[config.mk]
export PLATFORM = sky130hd
export DESIGN_NAME = input_debouncer
export DESIGN_NICKNAME = d
export VERILOG_FILES = /design/src/rtl/input_debouncer.sv
export SDC_FILE = /design/constraint.sdc
export NUM_CORES = 1
export LEC_CHECK = 0
export ABC_AREA = 1
export CORE_UTILIZATION = 30
export DETAILED_ROUTE_END_ITERATION = 7
export HOLD_SLACK_MARGIN = 0.05
export RECOVER_POWER = 50
export SLEW_MARGIN = 20
export SYNTH_ARGS = -nofsm -noshare
export SYNTH_HDL_FRONTEND = slang
export SYNTH_SLANG_ARGS = --single-unit
[constraint.sdc]
create_clock -name clk -period 1.35 [get_ports clk]
set_input_delay 0.2025 -clock clk [delete_from_list [all_inputs] [get_ports clk]]
set_output_delay 0.2025 -clock clk [all_outputs]
set_load 0.01 [all_outputs]
[src/rtl/input_debouncer.sv]
// input_debouncer: synchronises a raw asynchronous input and commits a new
// level only after DEBOUNCE_CYCLES consecutive qualified samples of it.
// Produces a registered clean level, single-cycle rise/fall pulses, a busy
// flag while a candidate transition is being qualified, and an optional
// abort counter enabled by defining DEBOUNCE_GLITCH_COUNT_EN.
module input_debouncer #(
  parameter int   SYNC_STAGES     = 2,
  parameter int   DEBOUNCE_CYCLES = 16,
  parameter logic RESET_LEVEL     = 1'b0
) (
  input  logic       clk,
  input  logic       rst_n,
  input  logic       sig_in,
  input  logic       sample_en,
  output logic       sig_out,
  output logic       rise_pulse,
  output logic       fall_pulse,
  output logic       busy,
  output logic [7:0] glitch_cnt
);

  localparam int CW = $clog2(DEBOUNCE_CYCLES + 1);
  localparam logic [CW-1:0] CNT_ZERO   = '0;
  localparam logic [CW-1:0] CNT_ONE    = CW'(1);
  localparam logic [CW-1:0] CNT_TARGET = CW'(DEBOUNCE_CYCLES);

  typedef enum logic [1:0] {
    STABLE_LOW  = 2'b00,
    ARM_HIGH    = 2'b01,
    STABLE_HIGH = 2'b10,
    ARM_LOW     = 2'b11
  } state_t;

  localparam state_t RESET_STATE = RESET_LEVEL ? STABLE_HIGH : STABLE_LOW;

  logic [SYNC_STAGES-1:0] sync_chain;
  logic                   s;
  state_t                 state;
  state_t                 state_next;
  logic [CW-1:0]          cnt;
  logic [CW-1:0]          cnt_next;
  logic [CW-1:0]          cnt_inc;
  logic                   commit_rise;
  logic                   commit_fall;
  logic                   abort;

  // Synchroniser chain: shifts every clock, independent of sample_en.
  always_ff @(posedge clk or negedge rst_n) begin
    if (!rst_n) begin
      sync_chain <= {SYNC_STAGES{RESET_LEVEL}};
    end else begin
      sync_chain <= {sync_chain[SYNC_STAGES-2:0], sig_in};
    end
  end

  assign s       = sync_chain[SYNC_STAGES-1];
  assign cnt_inc = cnt + CNT_ONE;

  // FSM state and qualification counter registers.
  always_ff @(posedge clk or negedge rst_n) begin
    if (!rst_n) begin
      state <= RESET_STATE;
      cnt   <= CNT_ZERO;
    end else begin
      state <= state_next;
      cnt   <= cnt_next;
    end
  end

  // Next-state logic: arm on a new level, count matching samples, commit or abort.
  always_comb begin
    state_next  = state;
    cnt_next    = cnt;
    commit_rise = 1'b0;
    commit_fall = 1'b0;
    abort       = 1'b0;
    case (state)
      STABLE_LOW: begin
        if (sample_en && s) begin
          if (DEBOUNCE_CYCLES == 1) begin
            state_next  = STABLE_HIGH;
            commit_rise = 1'b1;
          end else begin
            state_next = ARM_HIGH;
            cnt_next   = CNT_ONE;
          end
        end else begin
          state_next = STABLE_LOW;
        end
      end
      ARM_HIGH: begin
        if (sample_en) begin
          if (s) begin
            if (cnt_inc == CNT_TARGET) begin
              state_next  = STABLE_HIGH;
              cnt_next    = CNT_ZERO;
              commit_rise = 1'b1;
            end else begin
              cnt_next = cnt_inc;
            end
          end else begin
            state_next = STABLE_LOW;
            cnt_next   = CNT_ZERO;
            abort      = 1'b1;
          end
        end else begin
          state_next = ARM_HIGH;
        end
      end
      STABLE_HIGH: begin
        if (sample_en && !s) begin
          if (DEBOUNCE_CYCLES == 1) begin
            state_next  = STABLE_LOW;
            commit_fall = 1'b1;
          end else begin
            state_next = ARM_LOW;
            cnt_next   = CNT_ONE;
          end
        end else begin
          state_next = STABLE_HIGH;
        end
      end
      ARM_LOW: begin
        if (sample_en) begin
          if (!s) begin
            if (cnt_inc == CNT_TARGET) begin
              state_next  = STABLE_LOW;
              cnt_next    = CNT_ZERO;
              commit_fall = 1'b1;
            end else begin
              cnt_next = cnt_inc;
            end
          end else begin
            state_next = STABLE_HIGH;
            cnt_next   = CNT_ZERO;
            abort      = 1'b1;
          end
        end else begin
          state_next = ARM_LOW;
        end
      end
      default: begin
        state_next = RESET_STATE;
        cnt_next   = CNT_ZERO;
      end
    endcase
  end

  // Registered outputs: level and pulses change on the commit edge, busy tracks ARM states.
  always_ff @(posedge clk or negedge rst_n) begin
    if (!rst_n) begin
      sig_out    <= RESET_LEVEL;
      rise_pulse <= 1'b0;
      fall_pulse <= 1'b0;
      busy       <= 1'b0;
    end else begin
      if (commit_rise) begin
        sig_out <= 1'b1;
      end else if (commit_fall) begin
        sig_out <= 1'b0;
      end else begin
        sig_out <= sig_out;
      end
      rise_pulse <= commit_rise;
      fall_pulse <= commit_fall;
      busy       <= (state_next == ARM_HIGH) || (state_next == ARM_LOW);
    end
  end

`ifdef DEBOUNCE_GLITCH_COUNT_EN
  // Saturating count of aborted candidate transitions.
  always_ff @(posedge clk or negedge rst_n) begin
    if (!rst_n) begin
      glitch_cnt <= 8'd0;
    end else if (abort && (glitch_cnt != 8'hFF)) begin
      glitch_cnt <= glitch_cnt + 8'd1;
    end else begin
      glitch_cnt <= glitch_cnt;
    end
  end
`else
  logic unused_abort;
  assign unused_abort = abort;
  assign glitch_cnt   = 8'd0;
`endif

endmodule

==> impl_metrics.json <==
{
  "rsz0062_at_grt": "yes",
  "synth_area_sq_um": 661.9,
  "cts_sinks": 12,
  "finalSetupViolCount": 0,
  "fin_skew_ns": 0.002347,
  "grt_overflow": 0,
  "drc": 0,
  "avgSynthCellArea_sq_um": 7.880,
  "outcome": "finished clean",
  "ios": 16,
  "switching_share": 0.2722,
  "clkPwrFrac": 0.310,
  "syn_inst": 84,
  "drt_wl_total_mm": 1.143,
  "internal_power_uw": 628.5,
  "critPathTopFamily": "buffers and inverters",
  "synth_seq_cells": 12,
  "max-cap-violations": 0,
  "period_minus_slack_ns": 1.304,
  "path_cells": "clkdlybuf4s50_1",
  "fin_crit_sh": 0.9663,
  "pwr-share-seq": 0.491,
  "p_sw_uw": 235.1,
  "synth_flop_cell": "dfrtp_1",
  "setup_slack_ns": 0.04556,
  "worstMarginPinSlew_ns": 0.6206,
  "cts.root.buffer_cell": "clkbuf_4",
  "p_comb_frac": 0.199,
  "cp_data_arrival_time_ns": 1.10,
  "cp_slowest_cell": "clkdlybuf4s50_1",
  "n_antenna_cell": 0,
  "fin_tns_setup_ns": 0,
  "fp.dieW_microns": 48.97,
  "instances_no_fill": 126,
  "drive_above_1_share": 0.1818,
  "grt_usage": 0.1152,
  "cp_num_buf_inv": 1,
  "viasPerCell": 4.262,
  "fillers": 218,
  "p_leak_uw": 0.0004466,
  "dp_slack_ns": -0.03214,
  "worstPathMaxFanout": 1,
  "synth_edf_count": 0,
  "critPathKind": "reg2out",
  "synth.area.top_cells": "dfrtp_1 45%, nand2_1 9.6%, buf_4 9.1%",
  "relSlewSlack": 0.5863,
  "power_density_mw_per_mm2": 1033,
  "cts_tree": "yes",
  "synthArstFlopShare": 1.000,
  "finalMaxSlewViolations": 0,
  "syn_to_final_growth_pct": 26.28,
  "required_ns": 1.15,
  "port_buffers": 7,
  "hold_viol": 0,
  "synth-seq-area-share": 0.4537,
  "yosysTopAreaCell": "dfrtp_1",
  "place.gp.congestion": 0.8686,
  "synth_cell_types": 20,
  "netlist_top_cells_count": "17 x nand2_1, 14 x inv_1, 12 x dfrtp_1",
  "die_area_sq_mm": 0.002398,
  "cts_made_buffers": 3,
  "core_area_sq_mm": 0.002022,
  "postCtsSetupBuffers": 0,
  "yosysMostFrequentCell": "nand2_1",
  "drt_iter0_markers": 9,
  "htreeDepth": 1,
  "grt_first_pass_wirelength_mm": 2.063,
  "antenna_found_initial": 0,
  "grt_max_degree": 13,
  "clockBufferDepth": 2,
  "max_stage_delay_ns": 0.52,
  "synthDominantCellAreaShare": 0.4537,
  "max_freq_mhz": 766.6,
  "clock_latency_ns": 0.26,
  "ys_warn_count": 0,
  "drt_pass1_iterations": 4,
  "num_rows": 16,
  "clk_pin_slew_worst_paths_ns": 0.07,
  "peakVddDrop_v": 0.0008212,
  "route.vias.total": 537,
  "cts_hold_buf": 0,
  "nets": 105,
  "die_h_microns": 48.97,
  "startpoint_type": "register",
  "hp-class": "reg2reg",
  "start_util": 0.3274,
  "dp_hpwl_microns": 933.4,
  "cp-end-kind": "output pin",
  "ant_nets": 0,
  "dp.cells": 122,
  "utilization": 0.4134,
  "grt_pass1_vias": 502,
  "wl_per_cell_microns": 9.071
}
## cell type report
cell class,count,area (sq um),area share
inverter,16,60.06,0.07186
multi-input combinational,54,292.8,0.3503
tap,27,33.78,0.04042
clock buffer,4,36.28,0.04341
timing repair buffer,13,111.4,0.1332
sequential,12,301.5,0.3608
## cells by family after synthesis
family | share of synthesized area
AND/OR/NAND/NOR | 0.2325
other | 0.005666
flip-flops | 0.4537
XOR/XNOR | 0.01323
AO/OA/AOI/OAI | 0.08695
adder cells (fa/ha/maj) | 0.01890
buffers and inverters | 0.1890
## what timing repair did
| action | CTS | global route |
|---|---|---|
| endpoints found under the hold margin | 0 | 0 |
| resized for setup | 4 | 6 |
| pin swaps | 0 | 5 |
| setup endpoints to repair | 3 | 6 |
## cell usage in the layout, fill, tap and decap left out, drive strengths merged, types with 2 or more instances in the layout
master and instances:
nand4 4, inv 16, buf 5, nor3 2, dlygate4sd2 2, a21oi 5, clkbuf 5, clkdlybuf4s50 2
conb 8, nand2 17, dlygate4sd3 2, o21ai 4, dfrtp 12, nor2 2, nand3 7
## sequential cells by signal (all words and copies together), names as in the netlist
signal	count
sig_out	1
sync_chain	2
state	2
fall_pulse	1
cnt	5
rise_pulse	1
## worst paths after layout
path                                              start                       to  slack (ns)  depth (start not counted)
max in group asynchronous                         rst_n       state[0]$_DFF_PN0_        0.46                          2
min in group asynchronous                         rst_n  sync_chain[1]$_DFF_PN0_        0.46                          2
worst max register to register       cnt[1]$_DFFE_PN0P_      sig_out$_DFFE_PN0P_        0.07                          9
worst max-delay path               rise_pulse$_DFF_PN0_               rise_pulse        0.05                          1
worst min-delay path            sync_chain[0]$_DFF_PN0_  sync_chain[1]$_DFF_PN0_        0.36                          0
worst min register to register  sync_chain[0]$_DFF_PN0_  sync_chain[1]$_DFF_PN0_        0.36                          0
## layer usage
layer / wire [microns] / GRT usage / up-vias
met5: 0 / 0 / -
met4: 7 / 0.01471 / 0
met3: 56 / 0.05607 / 2
met2: 522 / 0.1852 / 15
met1: 557 / 0.1429 / 239
li1: - / - / 281
## power by group through the flow
stage | combinational (uW) | sequential (uW) | clock, uW
finish | 172 | 424 | 268
global route | 201 | 430 | 289
CTS | 167 | 417 | 282
detailed placement | 168 | 422 | 0
global placement | 165 | 420 | 0
floorplan | 106 | 425 | 0
## metrics by stage
stage,cell area [sq um],hold WS (ns),power [uW]
detailed placement,772.0,0.3452,590.5
floorplan,688.2,-0.09309,530.6
global route,835.8,0.3779,920.0
global placement,772.0,0.3407,585.2
finish,835.8,0.3551,863.6
CTS,809.5,0.2363,865.5
(Power assumes the default switching activity.)
